**src/rtl/pipe_ctrl_pkg.sv**
```systemverilog
// Shared definitions for the pipeline hazard controller and the pipeline registers:
// wait-FSM state encoding, the zero register and the ID/EX bubble control word.
package pipe_ctrl_pkg;

  typedef enum logic [1:0] {
    RUN      = 2'd0,
    MEM_WAIT = 2'd1,
    MEM_ERR  = 2'd2
  } mem_state_t;

  localparam logic [4:0] REG_ZERO = 5'd0;

  // Control bits a bubble must clear so that it neither writes back nor loads.
  typedef struct packed {
    logic reg_write;
    logic mem_read;
  } idex_ctrl_t;

  localparam idex_ctrl_t BUBBLE_CTRL = '{reg_write: 1'b0, mem_read: 1'b0};

endpackage

```
**src/rtl/pipe_hazard_ctrl_hazard_detect.sv**
```systemverilog
// Combinational load-use compare between the ID operands and the load in EX.
module hazard_detect
  import pipe_ctrl_pkg::*;
(
  input  logic [4:0] id_rs,
  input  logic [4:0] id_rt,
  input  logic       id_uses_rs,
  input  logic       id_uses_rt,
  input  logic       ex_MemRead,
  input  logic       ex_RegWrite,
  input  logic [4:0] ex_write_reg_dest,
  output logic       luh
);

  logic rs_hit;
  logic rt_hit;
  logic load_writes;

  // $0 is never a real producer, so a load targeting it cannot create a hazard.
  assign load_writes = ex_MemRead & ex_RegWrite & (ex_write_reg_dest != REG_ZERO);
  assign rs_hit      = id_uses_rs & (id_rs == ex_write_reg_dest);
  assign rt_hit      = id_uses_rt & (id_rt == ex_write_reg_dest);
  assign luh         = load_writes & (rs_hit | rt_hit);

endmodule

```
**src/rtl/pipe_hazard_ctrl.sv**
```systemverilog
// Central stall/flush controller: load-use and branch hazards plus a timed wait FSM
// for multi-cycle data-memory accesses, with a saturating stall-cycle counter.
module pipe_hazard_ctrl
  import pipe_ctrl_pkg::*;
#(
  parameter int MEM_TIMEOUT = 16,
  parameter int CNT_W       = 16
) (
  input  logic             clk,
  input  logic             rst_n,
  input  logic [4:0]       id_rs,
  input  logic [4:0]       id_rt,
  input  logic             id_uses_rs,
  input  logic             id_uses_rt,
  input  logic             ex_MemRead,
  input  logic             ex_RegWrite,
  input  logic [4:0]       ex_write_reg_dest,
  input  logic             ex_branch_taken,
  input  logic             mem_req,
  input  logic             mem_ready,
  output logic             pc_stall,
  output logic             if_id_stall,
  output logic             if_id_flush,
  output logic             id_ex_stall,
  output logic             id_ex_flush,
  output logic             ex_mem_stall,
  output logic             mem_wb_bubble,
  output logic             mem_err,
  output logic [CNT_W-1:0] stall_cycles
);

  localparam logic [7:0] TIMEOUT_CNT = 8'(MEM_TIMEOUT);

  mem_state_t state, state_nxt;
  logic [7:0] wcnt, wcnt_nxt;
  logic       luh;
  logic       memstall;

  hazard_detect u_hazard_detect (
    .id_rs             (id_rs),
    .id_rt             (id_rt),
    .id_uses_rs        (id_uses_rs),
    .id_uses_rt        (id_uses_rt),
    .ex_MemRead        (ex_MemRead),
    .ex_RegWrite       (ex_RegWrite),
    .ex_write_reg_dest (ex_write_reg_dest),
    .luh               (luh)
  );

  always_ff @(posedge clk) begin
    if (!rst_n) begin
      state <= RUN;
      wcnt  <= 8'd0;
    end else begin
      state <= state_nxt;
      wcnt  <= wcnt_nxt;
    end
  end

  // Outputs are zero-latency: they follow the registered state and live inputs.
  always_comb begin
    state_nxt     = state;
    wcnt_nxt      = wcnt;
    memstall      = 1'b0;
    pc_stall      = 1'b0;
    if_id_stall   = 1'b0;
    if_id_flush   = 1'b0;
    id_ex_stall   = 1'b0;
    id_ex_flush   = 1'b0;
    ex_mem_stall  = 1'b0;
    mem_wb_bubble = 1'b0;

    unique case (state)
      RUN: begin
        if (mem_req && !mem_ready) begin
          memstall  = 1'b1;
          state_nxt = MEM_WAIT;
          wcnt_nxt  = 8'd1;
        end
      end
      MEM_WAIT: begin
        if (mem_ready) begin
          state_nxt = RUN;
          wcnt_nxt  = 8'd0;
        end else begin
          memstall = 1'b1;
          if (wcnt == TIMEOUT_CNT) begin
            state_nxt = MEM_ERR;
          end else begin
            wcnt_nxt = wcnt + 8'd1;
          end
        end
      end
      MEM_ERR: begin
        memstall = 1'b1;
      end
      default: begin
        state_nxt = RUN;
        wcnt_nxt  = 8'd0;
      end
    endcase

    // A memory stall freezes every stage, so branch and load-use are re-judged later.
    if (!rst_n) begin
      if_id_flush   = 1'b1;
      id_ex_flush   = 1'b1;
      mem_wb_bubble = 1'b1;
    end else if (memstall) begin
      pc_stall      = 1'b1;
      if_id_stall   = 1'b1;
      id_ex_stall   = 1'b1;
      ex_mem_stall  = 1'b1;
      mem_wb_bubble = 1'b1;
    end else if (ex_branch_taken) begin
      if_id_flush = 1'b1;
      id_ex_flush = 1'b1;
    end else if (luh) begin
      pc_stall    = 1'b1;
      if_id_stall = 1'b1;
      id_ex_flush = 1'b1;
    end
  end

  assign mem_err = rst_n & (state == MEM_ERR);

  always_ff @(posedge clk) begin
    if (!rst_n) begin
      stall_cycles <= '0;
    end else if (pc_stall && (stall_cycles != {CNT_W{1'b1}})) begin
      stall_cycles <= stall_cycles + 1'b1;
    end
  end

endmodule

```
**config.mk**
```make
export PLATFORM = sky130hd
export DESIGN_NAME = pipe_hazard_ctrl
export DESIGN_NICKNAME = d
export VERILOG_FILES = /design/src/rtl/pipe_ctrl_pkg.sv /design/src/rtl/pipe_hazard_ctrl_hazard_detect.sv /design/src/rtl/pipe_hazard_ctrl.sv
export SDC_FILE = /design/constraint.sdc
export NUM_CORES = 1
export LEC_CHECK = 0
export BUFFER_PORTS_ARGS = -buffer_cell sky130_fd_sc_hd__buf_4
export CAP_MARGIN = 40
export CORE_UTILIZATION = 25
export DETAILED_ROUTE_END_ITERATION = 10
export PLACE_DENSITY = 0.57
export SYNTH_ARGS = -nofsm -noshare
export SYNTH_HDL_FRONTEND = slang
export SYNTH_HIERARCHICAL = 1
export SYNTH_SLANG_ARGS = --single-unit
```
**constraint.sdc**
```tcl
create_clock -name clk -period 2.5 [get_ports clk]
set_input_delay 0.25 -clock clk [delete_from_list [all_inputs] [get_ports clk]]
set_output_delay 0.25 -clock clk [all_outputs]
set_load 0.02 [all_outputs]
```
==> results of run 1 <==
==> logic make-up (layout without fill, tap and decap cells) <==
family | Yosys count | count (layout) | synth area share [%]
fa+ha+maj | 3 | 3 | 2.50
compound gates | 33 | 33 | 15.1
buf+inv | 13 | 59 | 3.76
xor+xnor | 19 | 19 | 11.1
simple gates | 88 | 88 | 30.8
flops | 26 | 26 | 34.7
mux | 3 | 3 | 2.00
==> Yosys cell counts <==
cell type   n  area [um2]
o21ai_1     1        5.00
nor2b_1     1        6.26
or4_1       2        15.0
o22ai_1     1        6.26
a31oi_1     2        12.5
o31ai_1     2        15.0
nand4b_1    1        8.76
clkbuf_1    5        18.8
clkinv_1    1        3.75
o21ai_0     8        40.0
o31a_1      1        8.76
nor4b_1     1        8.76
dfxtp_1    26         521
xor2_1     16         140
nand2b_1    3        18.8
nor2_1     24        90.1
nand3_1    10        50.1
o311ai_4    1        26.3
xnor2_1     3        26.3
nor3_1      3        15.0
o211ai_1    2        15.0
inv_1       5        18.8
o211ai_2    1        12.5
a21o_1      1        7.51
or4b_1      1        10.0
a21oi_1     9        45.0
buf_4       2        15.0
nand2_1    16        60.1
nor4_1      2        12.5
and4_1      3        26.3
or3b_2      1        8.76
nand4_1     9        56.3
or3_1       4        25.0
mux2i_1     3        30.0
o211a_1     1        10.0
ha_1        3        37.5
a211oi_1    2        15.0
o21a_1      1        7.51
nand4_2     1        12.5
and3_1      6        37.5
==> registers in the layout, summed over array words and instances, names as in the netlist <==
signal,count
stall_cycles,16
state,2
wcnt,8
==> worst paths after layout <==
check,endpoint,slack [ps],cells past startpoint
max,stall_cycles[9],410,10
min reg2reg,wcnt[1],500,2
min,stall_cycles[14],320,2
max reg2reg,stall_cycles[9],620,6
==> final cells by class <==
class | instances | area (um2) | area share (%)
clock inverters | 1 | 30.0 | 1.51
inverters | 6 | 22.5 | 1.13
repair buffers | 49 | 368 | 18.4
clock buffers | 3 | 41.3 | 2.07
well taps | 72 | 90.1 | 4.52
multi-input cells | 146 | 922 | 46.2
flip-flops and latches | 26 | 520 | 26.1
==> power breakdown <==
part / leakage [nW] / internal (W) / switching, W
clock: 0.0357 / 0.000214 / 0.000134
sequential: 0.210 / 0.000418 / 0.00000596
combinational: 0.587 / 0.0000582 / 0.0000626
total: 0.833 / 0.000690 / 0.000203
==> critical path, delay by kind of cell <==
family                    cells  cell delay (ps)
AOI/OAI and AO/OA             3              510
xor gates and xnor gates      1              150
buffers and inverters         1              120
and+or+nand+nor               5             1260
==> through the flow <==
step           std cells  hold slack, ps  total power, W
2_1_floorplan        185             433        0.000496
3_3_place_gp         299             477        0.000554
3_5_place_dp         299             483        0.000556
4_1_cts              303             305        0.000911
5_1_grt              303             300        0.000937
6_report             303             316        0.000893
==> metal layers <==
layer,up-vias,part of all wire (%)
met2,29,48
met3,6,3.6
li1,761,-
met5,-,0
met4,0,1.6
met1,686,47
==> results by group, run 1 <==
Status
  – Status: complete, no violations

Critical path
  – CP Class: primary input to register
  – Critical Path AT: 2300 ps
  – Crit-path most repeated cell: a21oi_1
  – Critical Path RT: between 2000 and 3000 ps
  – Critical R2R Launch: stall_cycles[0]
  – Worst path slowest cell: or3_1
  – Largest stage delay, worst path: between 300 and 400 ps
  – CP Launch Type: primary input
  – Crit end category: register
  – Worst path cell trace: buf_4 > xor2_1 > nor4_1 > nand3_1 > a21oi_1 > nand2b_1 > o311ai_4 > nand4_1 > or3_1 > a21oi_1
  – Max Fanout on Critical Path: 7
  – CP startpoint: ex_write_reg_dest[0]

Global route
  – GRT met3 Usage: under 10%
  – Initial antenna violation count: 0
  – GR Util All Layers: around an eighth
  – Met2 Use GR: around a fifth
  – Grt met1 use: between 10% and 20%
  – Largest net degree at the start of global routing: 19
  – Global route overflow: 0
  – Gr busiest metal: met2
  – First-pass GRT wire length: 6130 um
  – Vias in the first global route: between 1k and 1.5k

STA
  – FMAX: 478 MHz
  – Post-Route Skew: 13.2 ps
  – Final min period: about 2100 ps
  – Final Hold Fails: 0
  – RSZ-0062 raised after global routing: false
  – Final setup margin: approximately 410 ps
  – Max-slew headroom: ~72%
  – Pins over their slew limit: 0
  – Final setup TNS: 0 ps
  – Setup Viol. Count Final: 0
  – Crit share post-route: a little over four fifths
  – Worst slew pin tran: slightly above 400 ps

Cells and area
  – Layout Utilization: roughly 35%
  – Synth-to-layout area growth: 33.1%
  – Nets: 259
  – Most common cell after layout, fill and taps aside: buf_4
  – Most frequent cells in the layout: 49 x buf_4, 26 x dfxtp_1, 24 x nor2_1
  – # diodes: 0
  – Layout cells sized above 1: 24.7%
  – Fin area: about 2000 um2
  – Filler cell count: ~590

Min path
  – Hold Startpoint: rst_n
  – HP Class: primary input to register

Floorplan
  – Initial Util: between 20% and 30%
  – Die X: 79.4 um
  – Row cnt: 27
  – Num ports: 48
  – Die Y: slightly below 80 um
  – Core area: between 5000 and 6000 um2
  – Die ar.: roughly 6300 um2

Run
  – Max-cap viol count: 0

Clock tree
  – CTS tree: yes
  – Clk pin slew, worst setup/hold paths: about 100 ps
  – Post-CTS Hold Fix Bufs: 0
  – Root buffer cell: clkbuf_8
  – Num CTS Buffers: 3
  – Clock Tree Buf Depth: 2
  – Worst-Skew Late Latency: about 270 ps
  – Number of post-CTS setup repair buffers: 0
  – Clk sinks: 26
  – Htree depth: 1
  – CTS resizes: 0

Logic synthesis
  – Mean cell area of the mapped netlist: a little over 8 um2
  – Seq cells post-synth: 26
  – Synthesized area: about 1500 um2
  – Seq/Total Area, Yosys: roughly a third
  – YS warnings: 6
  – Post-synthesis cell type count: 40
  – Mapped Cells: ~190
  – Synthesized net count: between 200 and 250

Drt
  – Routed WL per cell: roughly 12 um
  – Via density: slightly below 5
  – Final WL: between 3000 and 4000 um
  – Router iterations before antenna repair: 4
  – Post-route antenna net violation count: 0
  – DRC viols: 0
  – Starting DRT DRC Count: 49
  – Routed vias: around 1.5k

Place
  – Dpl cell area: between 1500 and 2000 um2
  – Post-DP HPWL: around 2900 um
  – Pre-CTS setup slack: ~110 ps
  – Gpl congestion: 0.739
  – # port buffers: 47

Power and ir drop
  – Leak: around 0.83 nW
  – Worst VDD drop: around 400 uV
  – Total power per unit cell area: between 400 and 500 nW/um2
(Power assumes the default switching activity.)
==> inputs of run 2 (changes only) <==
Clock period 2.5 ns to 2.2 ns, I/O delays scaled along.
==> results by group, run 2 (synthesis gave the netlist of run 1 again) <==
Min path
  – Hold depth: 3
  – Hold Startpoint: rst_n
  – Min-Delay Endpoint: stall_cycles[4]
  – HP Class: primary input to register

Critical path
  – Largest stage delay, worst path: 520 ps
  – R2r endpoint: wcnt[0]
  – Critical Path AT: about 2200 ps
  – Worst path cell trace: buf_4 > xor2_1 > nor4_1 > nand3_1 > a21oi_1 > nand2b_1 > o311ai_4 > nand4_2 > or4b_1 > o211a_1
  – CP Launch Type: primary input
  – Flop2flop setup slack: between 300 and 400 ps
  – Critical R2R Launch: state[1]
  – Worst path slowest cell: or4b_1
  – Max Fanout on Critical Path: 5
  – Worst r2r path cells: 5
  – Critical Path RT: 2380 ps
  – CP Class: primary input to register
  – Crit end category: register

Clock tree
  – Htree depth: 1
  – Number of post-CTS setup repair buffers: 0
  – Clk sinks: 26
  – Post-CTS Hold Fix Bufs: 0
  – Clock Tree Buf Depth: 2
  – Clk pin slew, worst setup/hold paths: roughly 100 ps
  – CTS tree: yes
  – CTS resizes: 0
  – Worst-Skew Late Latency: between 200 and 300 ps
  – Num CTS Buffers: 3
  – Root buffer cell: clkbuf_8

Drt
  – Routed vias: about 1.5k
  – Routed WL per cell: 12.1 um
  – Router iterations before antenna repair: 4
  – Starting DRT DRC Count: around 60
  – DRC viols: 0
  – Post-route antenna net violation count: 0
  – Final WL: between 3000 and 4000 um
  – Via density: between 4 and 5

Floorplan
  – Die X: approximately 80 um
  – Die Y: slightly below 80 um
  – Row cnt: 27
  – Core area: 5640 um2
  – Num ports: between 40 and 50
  – Initial Util: 26.6%
  – Die ar.: around 6300 um2

Cells and area
  – Layout cells sized above 1: between 20% and 30%
  – Reg area: 520 um2
  – Biggest register: stall_cycles
  – # diodes: 0
  – Filler cell count: ~600
  – Biggest regs: stall_cycles x16, wcnt x8, state x2
  – Most frequent cells in the layout: 56 x buf_4, 26 x dfxtp_1, 24 x nor2_1
  – Max reg flops: 16
  – Nets: between 200 and 300
  – Most common cell after layout, fill and taps aside: buf_4
  – Synth-to-layout area growth: 37.0%
  – Layout Utilization: a little over a third
  – Area of the multi-input gates: 928 um2
  – Fin area: just over 2000 um2

STA
  – Setup Viol. Count Final: 0
  – Crit share post-route: approximately 90%
  – Max-slew headroom: between 70% and 80%
  – Worst slew pin tran: approximately 350 ps
  – Post-Route Skew: ~12 ps
  – Final Hold Fails: 0
  – Pins over their slew limit: 0
  – RSZ-0062 raised after global routing: false
  – FMAX: roughly 500 MHz
  – Final min period: approximately 2000 ps
  – Final setup TNS: 0 ps

Global route
  – Initial antenna violation count: 0
  – Largest net degree at the start of global routing: 19
  – First-pass GRT wire length: 6310 um
  – GR Util All Layers: around an eighth
  – Vias in the first global route: around 1.4k
  – Global route overflow: 0

Status
  – Status: complete, no violations

Power and ir drop
  – Worst VDD drop: 283 uV
  – Design Power: roughly 0.0010 W
  – Total power per unit cell area: 501 nW/um2
  – Leak: 0.865 nW

Place
  – Gpl congestion: roughly 0.76
  – Dpl cell area: around 2000 um2
  – Post-DP HPWL: just under 3000 um
  – # port buffers: between 40 and 50

Run
  – Max-cap viol count: 0
run 2: changes by cell type in the layout (fill, tap and decap cells not counted), sizes merged:
cell and change:
buf +7
run 2: cell type report:
| cell class | count | share of cell area (%) |
|---|---|---|
| inverter | 6 | 1.10 |
| multi-input combinational | 146 | 45.2 |
| timing repair buffer | 56 | 20.5 |
| clock inverter | 1 | 1.46 |
| tap | 72 | 4.39 |
| clock buffer | 3 | 2.01 |
| sequential | 26 | 25.4 |
run 2: worst max path at each step:
| stage | startpoint | end | slack [ps] | cells past startpoint |
|---|---|---|---|---|
| 6_report | ex_write_reg_dest[2] | stall_cycles[15] | 220 | 10 |
| 5_1_grt | ex_write_reg_dest[4] | if_id_stall | 40 | 9 |
| 4_1_cts | ex_write_reg_dest[0] | if_id_stall | 170 | 9 |
| 3_5_place_dp | ex_write_reg_dest[0] | stall_cycles[15] | -110 | 10 |
| 3_3_place_gp | ex_write_reg_dest[0] | stall_cycles[15] | -80 | 10 |
| 2_1_floorplan | ex_write_reg_dest[0] | stall_cycles[15] | 130 | 9 |
run 2: power breakdown:
group          total (W)  switching (W)  internal [W]
clock           0.000403       0.000160      0.000244
sequential      0.000482     0.00000661      0.000475
combinational   0.000143      0.0000734     0.0000701
total            0.00103       0.000239      0.000789
run 2: worst max-delay path, delay by kind of cell:
family / cells / cell delay (ps)
xor gates and xnor gates: 1 / 150
buffers and inverters: 1 / 120
and+or+nand+nor: 5 / 1230
AOI/OAI and AO/OA: 3 / 440
run 2: stage by stage:
step | std cells | setup WS (ps) | hold WS [ps]
2_1_floorplan | 185 | 130 | 403
3_3_place_gp | 306 | -76.8 | 480
3_5_place_dp | 306 | -114 | 477
4_1_cts | 310 | 166 | 272
5_1_grt | 310 | 38.0 | 276
6_report | 310 | 221 | 270
run 2: per-layer routing:
layer | wire (um) | vias to the layer above | share of wire, % | global-route usage [%]
met4 | 15 | 0 | 0.40 | 1.64
met1 | 1740 | 704 | 46 | 15.6
met3 | 147 | 2 | 3.9 | 2.74
met2 | 1850 | 29 | 49 | 22.3
li1 | - | 771 | - | -
met5 | 0 | - | 0 | 0
==> inputs of run 3 (changes only) <==
Settings changed: PLACE_DENSITY 0.57 to 0.42, REMOVE_ABC_BUFFERS set to 1.
==> results by group, run 3 (synthesis gave the netlist of run 1 again) <==
Floorplan
  – Num ports: 48
  – Die ar.: roughly 6300 um2
  – Row cnt: 27
  – Die X: between 70 and 80 um
  – Initial Util: 26.6%
  – Core area: roughly 5600 um2
  – Die Y: 79.4 um

Power and ir drop
  – Combinational power share: 15.3%
  – Cell Int Power: between 0.0007 and 0.0008 W
  – Design Power: 0.000937 W
  – Total power per unit cell area: 462 nW/um2
  – NetSw: ~0.00023 W
  – Worst VDD drop: 336 uV
  – Leak: between 0.8 and 0.9 nW
  – Switching Share: about 25%
  – Flop pwr share: approximately half
  – Clk pwr share: roughly 33%

Critical path
  – Max Fanout on Critical Path: 7
  – Worst path cell trace: buf_4 > xor2_1 > nor4_2 > nand3_1 > a21oi_1 > nand2b_1 > o311ai_4 > nand4_1 > buf_4 > or3_1 > a21oi_1
  – CP Launch Type: primary input
  – CP Class: primary input to register
  – Largest stage delay, worst path: 300 ps
  – Sum of buffers and inverters on the critical path: 2
  – Worst path slowest cell: or3_1
  – Critical Path AT: ~2200 ps
  – Critical Path RT: 2390 ps
  – Cell family with most CP delay: simple AND/OR/NAND/NOR gates
  – Crit end category: register

Clock tree
  – Worst-Skew Late Latency: ~270 ps
  – Clk pin slew, worst setup/hold paths: ~90 ps
  – Number of post-CTS setup repair buffers: 0
  – Clk sinks: 26
  – Htree depth: 1
  – Num CTS Buffers: 3
  – CTS resizes: 0
  – Clock Tree Buf Depth: 2
  – Root buffer cell: clkbuf_8
  – Post-CTS Hold Fix Bufs: 0
  – CTS tree: yes

Global route
  – Global route overflow: 0
  – Largest net degree at the start of global routing: 19
  – GR Util All Layers: about an eighth
  – Initial antenna violation count: 0
  – Vias in the first global route: 1254
  – First-pass GRT wire length: a little over 6000 um

Drt
  – Routed WL per cell: 11.9 um
  – Final WL: around 3700 um
  – Via density: 4.79
  – Starting DRT DRC Count: 77
  – DRC viols: 0
  – Post-route antenna net violation count: 0
  – Router iterations before antenna repair: 4
  – Routed vias: around 1.5k

Cells and area
  – Filler cell count: 590
  – Biggest register: stall_cycles
  – # diodes: 0
  – Layout Utilization: 36.0%
  – Biggest regs: stall_cycles x16, wcnt x8, state x2
  – Final non-filler cell total: 309
  – Reg area: 520 um2
  – Nets: between 200 and 300
  – Most frequent cells in the layout: 55 x buf_4, 26 x dfxtp_1, 24 x nor2_1
  – Area of the multi-input gates: a little over 900 um2
  – Layout cells sized above 1: 27.0%
  – Most common cell after layout, fill and taps aside: buf_4
  – Synth-to-layout area growth: 35.4%
  – Max reg flops: 16

STA
  – Max-slew headroom: approximately 73%
  – Final min period: 2030 ps
  – Crit share post-route: between 90% and 100%
  – Worst slew pin tran: just under 400 ps
  – Setup Viol. Count Final: 0
  – Post-Route Skew: around 3.2 ps
  – Final Hold Fails: 0
  – Final setup TNS: 0 ps
  – Pins over their slew limit: 0
  – FMAX: between 400 and 500 MHz
  – RSZ-0062 raised after global routing: false

Place
  – # port buffers: 47
  – Post-DP HPWL: roughly 2800 um
  – Gpl congestion: between 0.7 and 0.8
  – Placed cells: between 300 and 400

Run
  – Max-cap viol count: 0

Min path
  – HP Class: primary input to register

Status
  – Status: complete, no violations
run 3: power groups by stage:
stage,logic [W],clock network (W),registers [W]
6_report,0.000143,0.000313,0.000481
3_3_place_gp,0.000145,0,0.000492
5_1_grt,0.000158,0.000354,0.000482
4_1_cts,0.000144,0.000331,0.000481
2_1_floorplan,0.0000633,0,0.000493
3_5_place_dp,0.000143,0,0.000492
run 3: final cells by class:
type,count,share of cell area (%)
clock buffer,4,2.71
sequential,26,25.6
timing repair buffer,55,20.3
inverter,6,1.11
tap,72,4.44
multi-input combinational,146,45.7
run 3: final timing paths:
kind | from | depth (start not counted) | slack (ps) | endpoint
hold / removal | rst_n | 2 | 290 | stall_cycles[14]
setup / recovery | ex_write_reg_dest[0] | 11 | 170 | stall_cycles[6]
hold reg to reg | wcnt[1] | 2 | 490 | wcnt[1]
setup reg to reg | state[0] | 6 | 310 | stall_cycles[6]
run 3: per-layer routing:
layer | track usage [%] | wire, um | vias up
met4 | 2.18 | 24 | 0
met1 | 17.5 | 1920 | 680
met2 | 18.6 | 1620 | 27
met5 | 0 | 0 | -
met3 | 2.40 | 124 | 2
li1 | - | - | 771
run 3: worst register-to-register path, cell delays in order, from the launching register on:
cell,delay [ps]
dfxtp_1,460
nor2_1,140
o311ai_4,370
nand4_1,210
buf_4,200
or3_1,300
a21oi_1,140
run 3: through the flow:
step	setup slack, ps	cell area [um2]	hold WS (ps)
4_1_cts	79.2	2020	284
2_1_floorplan	130	1470	334
6_report	167	2030	289
3_3_place_gp	-128	1970	485
5_1_grt	38.6	2030	289
3_5_place_dp	-205	1970	477
